--- src/rtl/bsh_arb.sv ---
// -----------------------------------------------------------------------------
// bsh_arb - round-robin arbiter / sequencer for one shared 32-bit rotator.
//
// NUM_REQ requesters compete for a single external barrel rotator (bsh_32).
// The winner's operand, direction and amount are registered onto the bsh_*
// outputs. One cycle later the rotator's combinational result is captured.
// It is then returned on a single valid/ready response channel, tagged with
// the index of the requester that issued it. Only one operation is in flight.
//
// Ports
//   clk, rst_n      clock, asynchronous active-low reset
//   req_valid       per-requester request valid            [NUM_REQ]
//   req_ready       per-requester accept, one-hot or zero   [NUM_REQ]
//   req_data        packed operands, 32 bits per requester  [32*NUM_REQ]
//   req_dir         rotate direction (1 = right, 0 = left)  [NUM_REQ]
//   req_sh          packed amounts, 5 bits per requester    [5*NUM_REQ]
//   bsh_data_in     registered operand to the rotator       [32]
//   bsh_dir         registered direction to the rotator
//   bsh_sh          registered amount to the rotator        [5]
//   bsh_data_out    rotator result (combinational)          [32]
//   rsp_valid       response valid
//   rsp_ready       response accept
//   rsp_data        rotated result                          [32]
//   rsp_id          index of the issuing requester          [IDW]
//   busy            high whenever not idle
// -----------------------------------------------------------------------------
module bsh_arb #(
    parameter int NUM_REQ = 4,
    parameter int IDW     = 2
) (
    input  logic                    clk,
    input  logic                    rst_n,
    input  logic [NUM_REQ-1:0]      req_valid,
    output logic [NUM_REQ-1:0]      req_ready,
    input  logic [32*NUM_REQ-1:0]   req_data,
    input  logic [NUM_REQ-1:0]      req_dir,
    input  logic [5*NUM_REQ-1:0]    req_sh,
    output logic [31:0]             bsh_data_in,
    output logic                    bsh_dir,
    output logic [4:0]              bsh_sh,
    input  logic [31:0]             bsh_data_out,
    output logic                    rsp_valid,
    input  logic                    rsp_ready,
    output logic [31:0]             rsp_data,
    output logic [IDW-1:0]          rsp_id,
    output logic                    busy
);

    localparam logic [1:0] ST_IDLE = 2'd0;
    localparam logic [1:0] ST_ROT  = 2'd1;
    localparam logic [1:0] ST_RESP = 2'd2;

    logic [1:0]     r_state;
    logic [IDW-1:0] r_rr_ptr;
    logic [31:0]    r_bsh_data;
    logic           r_bsh_dir;
    logic [4:0]     r_bsh_sh;
    logic [31:0]    r_rsp_data;
    logic [IDW-1:0] r_rsp_id;
    logic           r_rsp_valid;

    logic           w_grant_vld;
    logic [IDW-1:0] w_grant_idx;
    logic [IDW-1:0] w_idx;
    logic [31:0]    w_sel_data;
    logic           w_sel_dir;
    logic [4:0]     w_sel_sh;

    // Round-robin search: start one past the last winner and wrap, so the
    // most recently served requester has the lowest priority next time.
    always_comb begin
        // NOTE: every combinational output gets a default first so no path
        // leaves it unassigned; otherwise a latch would be inferred.
        w_grant_vld = 1'b0;
        w_grant_idx = '0;
        w_idx       = '0;
        for (int i = 1; i <= NUM_REQ; i++) begin
            w_idx = IDW'((int'(r_rr_ptr) + i) % NUM_REQ);
            if (!w_grant_vld && req_valid[w_idx]) begin
                w_grant_vld = 1'b1;
                w_grant_idx = w_idx;
            end
        end
    end

    // Operand mux for the winning requester.
    always_comb begin
        w_sel_data = '0;
        w_sel_dir  = 1'b0;
        w_sel_sh   = '0;
        for (int i = 0; i < NUM_REQ; i++) begin
            if (w_grant_idx == IDW'(i)) begin
                w_sel_data = req_data[32*i +: 32];
                w_sel_dir  = req_dir[i];
                w_sel_sh   = req_sh[5*i +: 5];
            end
        end
    end

    // Ready is only offered from IDLE, and is held off while reset is
    // asserted so no requester believes it was accepted by a block in reset.
    always_comb begin
        req_ready = '0;
        if (rst_n && (r_state == ST_IDLE) && w_grant_vld) begin
            req_ready[w_grant_idx] = 1'b1;
        end
    end

    always_ff @(posedge clk or negedge rst_n) begin
        if (!rst_n) begin
            r_state     <= ST_IDLE;
            r_rr_ptr    <= IDW'(NUM_REQ - 1);
            r_bsh_data  <= '0;
            r_bsh_dir   <= 1'b0;
            r_bsh_sh    <= '0;
            r_rsp_data  <= '0;
            r_rsp_id    <= '0;
            r_rsp_valid <= 1'b0;
        end else begin
            // NOTE: non-blocking assignments here so every register samples
            // the pre-edge values, independent of statement order.
            case (r_state)
                ST_IDLE: begin
                    if (w_grant_vld) begin
                        r_bsh_data <= w_sel_data;
                        r_bsh_dir  <= w_sel_dir;
                        r_bsh_sh   <= w_sel_sh;
                        r_rsp_id   <= w_grant_idx;
                        r_rr_ptr   <= w_grant_idx;
                        r_state    <= ST_ROT;
                    end
                end
                ST_ROT: begin
                    // Operands have been stable on bsh_* for a full cycle,
                    // so the rotator output is settled here.
                    r_rsp_data  <= bsh_data_out;
                    r_rsp_valid <= 1'b1;
                    r_state     <= ST_RESP;
                end
                ST_RESP: begin
                    if (rsp_ready) begin
                        r_rsp_valid <= 1'b0;
                        r_state     <= ST_IDLE;
                    end
                end
                default: begin
                    r_rsp_valid <= 1'b0;
                    r_state     <= ST_IDLE;
                end
            endcase
        end
    end

    assign bsh_data_in = r_bsh_data;
    assign bsh_dir     = r_bsh_dir;
    assign bsh_sh      = r_bsh_sh;
    assign rsp_valid   = r_rsp_valid;
    assign rsp_data    = r_rsp_data;
    assign rsp_id      = r_rsp_id;
    assign busy        = (r_state != ST_IDLE);

endmodule
--- config.mk ---
export PLATFORM = sky130hd
export DESIGN_NAME = bsh_arb
export DESIGN_NICKNAME = d
export VERILOG_FILES = /design/src/rtl/bsh_arb.sv
export SDC_FILE = /design/constraint.sdc
export NUM_CORES = 1
export LEC_CHECK = 0
export ABC_CLOCK_PERIOD_IN_PS = 2810
export BUFFER_PORTS_ARGS = -buffer_cell sky130_fd_sc_hd__buf_2
export CAP_MARGIN = 10
export CORE_ASPECT_RATIO = 0.9
export CORE_MARGIN = 4
export CORE_UTILIZATION = 44
export DETAILED_ROUTE_END_ITERATION = 8
export HOLD_SLACK_MARGIN = 0.03
export PLACE_DENSITY_LB_ADDON = 0.08
export SYNTH_ARGS = -nofsm -noshare
export SYNTH_HDL_FRONTEND = slang
export SYNTH_SLANG_ARGS = --single-unit
--- constraint.sdc ---
create_clock -name clk -period 2.81 [get_ports clk]
set_clock_uncertainty 0.15 [all_clocks]
set_input_delay 0.562 -clock clk [delete_from_list [all_inputs] [get_ports clk]]
set_output_delay 0.562 -clock clk [all_outputs]
set_load 0.05 [all_outputs]
[Word level (Yosys, flattened, before mapping)]
Cells that the tools add are included.
Storage, ports and cells
  flip-flop bits (word level): 77
  latch bits: 0
  memory bits (writable): 0
  ROM bits: 0
  input bits: 191
  output and inout port bits: 78
  logic and storage cells: 77
  memories kept: 0
Cells by class
  $add $sub $neg: 4
  multiply operators: 0
  div/mod/pow operators: 0
  magnitude comparators: 6
  eq/ne operators: 7
  shift operators: 0
  mux-type cells: 36
  bitwise operators: 1
  reductions and logical operators: 15
Operators with widths (count)
  2-to-1 mux 32 bit: 4
  2-to-1 mux 5 bit: 4
  less-than comparator 2 x 3 -> 1 bit, second input constant: 5
  2-to-1 mux 1 bit: 14
  2-to-1 mux 2 bit: 6
  binary-select mux 1 bit (select 2 bit): 4
  equality test 2 bit, second input constant: 3
  logical AND 1 bit: 6
  one-hot mux 2 bit (3 select lines): 1
  AND reduction 2 bit: 3
  adder 2 x 1 -> 2 bit, second input constant: 2
  adder 2 bit, second input constant: 2
  equality test 2 x 1 -> 1 bit, second input constant: 2
  zero test 2 bit: 2
  2-to-1 mux 4 bit: 1
  inequality test 2 bit, second input constant: 2
  zero test 1 bit: 3
  one-hot mux 1 bit (3 select lines): 1
  demux 1 bit (select 2 bit): 1
  greater-or-equal comparator 2 x 1 -> 1 bit, second input constant: 1
  nonzero test 2 bit: 1
  NOT 1 bit: 1

[Logic depth before layout (Yosys ltp)]
  depth in word-level cells: 18
  depth in mapped cells: 8
  gate-level depth less buffers: 6

[Worst setup path before layout]
OpenSTA, ideal clock, no wires.
  kind: flip-flop to output port
  start: register r_state[1]
  end: output req_ready[2]
  arrival time: 2.252 ns
  data required time: 2.098 ns
  setup slack: -0.154 ns
  stages on the path, launching flop included: 8
  path buffers: 2
  cell sequence: dfrtp_1 > or2_1 > or2_1 > buf_6 > clkinv_4 > buf_2 > nand3_1 > nor2_1
Between the ends
  longest elaborated chain between the ends: 4
RTL lines
  start, declared: line 53  | logic [1:0] r_state;
  start signal, assigned: line 111  | r_state <= ST_IDLE;
  start signal, assigned: line 130  | r_state <= ST_ROT;
  start signal, assigned: line 138  | r_state <= ST_RESP;
  zero test 2 bit: line 104  | if (rst_n && (r_state == ST_IDLE) && w_grant_vld) begin
  logical AND 1 bit (2 in a row): line 104
  2-to-1 mux 4 bit: line 104
  end, declared: line 34  | output logic [NUM_REQ-1:0] req_ready,
Every way passes these cells.

[Final worst setup path]
  start: register r_state[1]
  end: output req_ready[1]
Same word-level chain as after synthesis.

==> report_table.html <==
<table>
<tr><th>Metric</th><th>Value</th></tr>
<tr><th colspan="2">Worst setup path</th></tr>
<tr><td>WS Path Type</td><td>reg2out</td></tr>
<tr><td>Slowest CP cell</td><td>sky130_fd_sc_hd__dfrtp_1</td></tr>
<tr><td>Most frequent CP cell</td><td>sky130_fd_sc_hd__or2_1</td></tr>
<tr><td>Capturing element type of the critical path</td><td>output pin</td></tr>
<tr><td>Peak per-stage delay on the critical path</td><td>0.42 ns</td></tr>
<tr><td>Cell breakdown of the critical path</td><td>or2_1 &gt; or2_1 &gt; clkinv_4 &gt; nand3_1 &gt; nor2_1 &gt; buf_6</td></tr>
<tr><td>Max Fanout on Critical Path</td><td>15</td></tr>
<tr><td>Worst setup SP type</td><td>register</td></tr>
<tr><td>CP Data Required Time</td><td>2.10 ns</td></tr>
<tr><td>Crit path DAT</td><td>1.98 ns</td></tr>
<tr><th colspan="2">Power and ir drop</th></tr>
<tr><td>Sequential group share of total power</td><td>0.241</td></tr>
<tr><td>Proportion of power drawn by the clock network</td><td>0.122</td></tr>
<tr><td>Combinational fraction of design power</td><td>0.637</td></tr>
<tr><td>IR drop worst, VDD</td><td>863 uV</td></tr>
<tr><td>Power density of the placed cells</td><td>1370 nW/um^2</td></tr>
<tr><td>P_int</td><td>3.92 mW</td></tr>
<tr><td>Standby leakage power</td><td>2.90 nW</td></tr>
<tr><td>Switching power share of the total</td><td>0.531</td></tr>
<tr><td>Switching power of the nets</td><td>4.44 mW</td></tr>
<tr><th colspan="2">Timing</th></tr>
<tr><td>Final Max Tran Viols</td><td>0</td></tr>
<tr><td>Highest Clock Rate</td><td>371 MHz</td></tr>
<tr><td>Unrepaired setup endpoints after global routing</td><td>false</td></tr>
<tr><td>Transition time of the tightest slew-check pin</td><td>0.990 ns</td></tr>
<tr><td>Remaining max-slew budget at the tightest pin</td><td>0.340</td></tr>
<tr><td>Total count of hold-check failures in the final report</td><td>0</td></tr>
<tr><td>Final setup violation count</td><td>0</td></tr>
<tr><td>Final period util</td><td>0.959</td></tr>
<tr><td>Min cycle time layout</td><td>2.69 ns</td></tr>
<tr><th colspan="2">Die</th></tr>
<tr><td>Die height</td><td>103 um</td></tr>
<tr><td>Die W</td><td>113 um</td></tr>
<tr><td>Die Outline Area</td><td>11600 um^2</td></tr>
<tr><td>Ports placed on the boundary</td><td>269</td></tr>
<tr><td>Floorplan core area</td><td>9700 um^2</td></tr>
<tr><td>Effective utilization at floorplan</td><td>0.453</td></tr>
<tr><td>Row count</td><td>34</td></tr>
<tr><th colspan="2">Yosys</th></tr>
<tr><td>Number of synthesized register bits</td><td>77</td></tr>
<tr><td>Proportion of synthesized chip area in sequential cells</td><td>0.439</td></tr>
<tr><td>Total nets after synthesis</td><td>577</td></tr>
<tr><td>Yosys warning count</td><td>0</td></tr>
<tr><td>Cell count after synthesis</td><td>386</td></tr>
<tr><td>Count of flip-flops with a built-in enable after synthesis</td><td>0</td></tr>
<tr><td>Post-Syn Area per Cell</td><td>11.4 um^2</td></tr>
<tr><td>Proportion of register bits with asynchronous set or reset after synthesis</td><td>1.00</td></tr>
<tr><td>Number of distinct library cell variants in the gate-level netlist after synthesis</td><td>38</td></tr>
<tr><td>Top FF cell, synth</td><td>sky130_fd_sc_hd__dfrtp_1</td></tr>
<tr><td>Post-synthesis instance area</td><td>4390 um^2</td></tr>
<tr><th colspan="2">Worst hold path</th></tr>
<tr><td>Class of the worst hold path</td><td>in2reg</td></tr>
<tr><th colspan="2">Placed design</th></tr>
<tr><td>Count of port buffers added during placement</td><td>268</td></tr>
<tr><td>Placed Instances</td><td>765</td></tr>
<tr><td>Hpwl dp</td><td>10800 um</td></tr>
<tr><td>Final estimated routing congestion in global placement</td><td>0.861</td></tr>
<tr><th colspan="2">Drt</th></tr>
<tr><td>First DRT Iteration DRCs</td><td>268</td></tr>
<tr><td>Number of optimization iterations in the first detailed-route pass</td><td>5</td></tr>
<tr><td>Detail Route Antenna Nets</td><td>0</td></tr>
<tr><td>Routed WL</td><td>14200 um</td></tr>
<tr><td>Total vias in the final route</td><td>4144</td></tr>
<tr><td>Wirelength per Cell</td><td>18.1 um</td></tr>
<tr><td>Ratio of routed vias to standard cells</td><td>5.29</td></tr>
<tr><td>DRC violations left</td><td>0</td></tr>
<tr><th colspan="2">Cells and area</th></tr>
<tr><td>Area growth syn-to-layout</td><td>39.2%</td></tr>
<tr><td>Share of post-route cells with drive strength above 1</td><td>0.594</td></tr>
<tr><td>Antenna Cells</td><td>0</td></tr>
<tr><td>Number of standard cells in the layout, taps in and fillers out</td><td>783</td></tr>
<tr><td>Post-layout net count</td><td>843</td></tr>
<tr><td>Utilization after layout</td><td>0.630</td></tr>
<tr><th colspan="2">CTS</th></tr>
<tr><td>H-tree levels</td><td>3</td></tr>
<tr><td>Clock latency of the later-clocked register in the worst-skew pair</td><td>0.34 ns</td></tr>
<tr><td>Worst-path clk slew</td><td>0.09 ns</td></tr>
<tr><td>Total CTS buffers</td><td>9</td></tr>
<tr><td>Clock tree from TritonCTS</td><td>yes</td></tr>
<tr><td>Number of sinks on the clock net</td><td>77</td></tr>
<tr><td>CTS root buffer</td><td>sky130_fd_sc_hd__clkbuf_8</td></tr>
<tr><td>Clock tree buffer depth</td><td>2</td></tr>
<tr><td>Number of buffers added to fix hold violations after cts</td><td>0</td></tr>
<tr><th colspan="2">Global routing</th></tr>
<tr><td>Initial antenna violation count</td><td>0</td></tr>
<tr><td>Largest net degree at the start of global routing</td><td>78</td></tr>
<tr><td>Via count of the first global-routing pass</td><td>4309</td></tr>
<tr><td>First-pass GRT wire length</td><td>21800 um</td></tr>
<tr><td>GRT Resource Usage Total</td><td>0.237</td></tr>
<tr><td>Total congestion overflow</td><td>0</td></tr>
<tr><th colspan="2">Job</th></tr>
<tr><td>Max-cap viol count</td><td>0</td></tr>
<tr><th colspan="2">Run status</th></tr>
<tr><td>Run status</td><td>complete, no violations</td></tr>
</table>
registers in the layout, indices dropped and copies added, names as in the netlist:
register	count
rsp_id	2
rsp_data	32
r_state	2
rsp_valid	1
bsh_data_in	32
r_rr_ptr	2
bsh_sh	5
bsh_dir	1
kinds of logic after synthesis:
family / after synthesis / share of synthesized area
buffers and inverters: 35 / 0.0513
AND/OR/NAND/NOR: 114 / 0.139
multiplexers: 71 / 0.171
flip-flops: 77 / 0.439
AO/OA/AOI/OAI: 89 / 0.199
power groups by stage:
stage	Clock (mW)	Sequential (mW)	Combinational, mW
3_3_place_gp	0	2.01	5.21
4_1_cts	1.03	2.02	5.32
2_1_floorplan	0	3.86	2.25
5_1_grt	1.08	2.09	5.63
3_5_place_dp	0	2.03	5.31
6_report	1.02	2.01	5.32
cell usage in the layout, fill, tap and decap left out, types with 2 or more instances in the layout:
cell | synthesis | routed
sky130_fd_sc_hd__clkinv_4 | 1 | 2
sky130_fd_sc_hd__nand3_1 | 2 | 2
sky130_fd_sc_hd__mux2_2 | 32 | 32
sky130_fd_sc_hd__or2_1 | 3 | 2
sky130_fd_sc_hd__mux2i_1 | 39 | 39
sky130_fd_sc_hd__dfrtp_1 | 75 | 75
sky130_fd_sc_hd__nor2_1 | 48 | 48
sky130_fd_sc_hd__buf_2 | 11 | 264
sky130_fd_sc_hd__a211oi_1 | 37 | 37
sky130_fd_sc_hd__clkbuf_8 | 0 | 9
sky130_fd_sc_hd__dfstp_2 | 2 | 2
sky130_fd_sc_hd__nand2_1 | 12 | 12
sky130_fd_sc_hd__nor3b_1 | 26 | 26
sky130_fd_sc_hd__a211oi_2 | 39 | 39
sky130_fd_sc_hd__nand2b_1 | 3 | 3
sky130_fd_sc_hd__a21o_1 | 3 | 3
sky130_fd_sc_hd__bufinv_16 | 0 | 3
sky130_fd_sc_hd__nor3_1 | 12 | 12
sky130_fd_sc_hd__a21oi_2 | 2 | 2
sky130_fd_sc_hd__buf_4 | 7 | 22
per-layer routing:
| metal | up-vias | global-route usage | wire length (um) |
|---|---|---|---|
| li1 | 1960 | - | - |
| met4 | 0 | 0.0795 | 225 |
| met3 | 20 | 0.0610 | 1110 |
| met5 | - | 0 | 0 |
| met1 | 1978 | 0.286 | 5680 |
| met2 | 186 | 0.416 | 7140 |
per-stage QoR:
stage	TNS, ns	hold WS, ns	power (mW)	area (um^2)	setup WS, ns
after floorplan	-0.614	0.116	6.11	4390	-0.154
after global placement	0	0.307	7.22	5830	0.169
after detailed placement	0	0.313	7.34	5830	0.119
after CTS	0	0.277	8.37	6080	0.0115
after global routing	0	0.270	8.80	6110	0.00117
final	0	0.293	8.35	6110	0.116
worst max-delay path: cells and delay by family (launching register included):
kind / cells / cell delay, ns
buf+inv: 2 / 0.33
simple gates: 4 / 0.88
flops: 1 / 0.42
cell usage after synthesis (3+ instances only):
master,count,area (um^2)
sky130_fd_sc_hd__nand2b_1,3,18.8
sky130_fd_sc_hd__clkbuf_1,9,33.8
sky130_fd_sc_hd__buf_4,7,52.6
sky130_fd_sc_hd__mux2_2,32,360
sky130_fd_sc_hd__nor3_1,12,60.1
sky130_fd_sc_hd__a211oi_2,39,488
sky130_fd_sc_hd__a21o_1,3,22.5
sky130_fd_sc_hd__nand2_1,12,45.0
sky130_fd_sc_hd__buf_2,11,55.1
sky130_fd_sc_hd__dfrtp_1,75,1880
sky130_fd_sc_hd__a211oi_1,37,278
sky130_fd_sc_hd__nor3b_1,26,195
sky130_fd_sc_hd__nor2_1,48,180
sky130_fd_sc_hd__or2_1,3,18.8
sky130_fd_sc_hd__buf_6,5,56.3
sky130_fd_sc_hd__mux2i_1,39,390
worst paths after layout:
check / from / endpoint / slack, ns / cells after the start
worst min-delay path: bsh_data_out[24] / rsp_data[24] / 0.29 / 2
min in group asynchronous: rst_n / rsp_data[27] / 0.37 / 2
worst max-delay path: r_state[1] / req_ready[1] / 0.12 / 6
worst min register to register: rsp_valid / rsp_valid / 0.33 / 1
worst max register to register: r_state[1] / bsh_dir / 0.15 / 8
max in group asynchronous: rst_n / bsh_sh[2] / 1.52 / 2
what timing repair did:
action,in CTS,in global routing
pin swaps,0,1
setup endpoints to repair,3,2
gates resized for setup,4,2
setup buffers,0,1
gates cloned,0,0
final cells by class:
cell class / instances / area [um^2]
Clock buffer: 10 / 128
Clock inverter: 6 / 111
Fill cell: 838 / 3590
Inverter: 2 / 12.5
Multi-Input combinational cell: 274 / 2260
Sequential cell: 77 / 1930
Tap cell: 126 / 158
Timing Repair Buffer: 288 / 1510
Note: power is estimated with default switching activity, not from simulation.
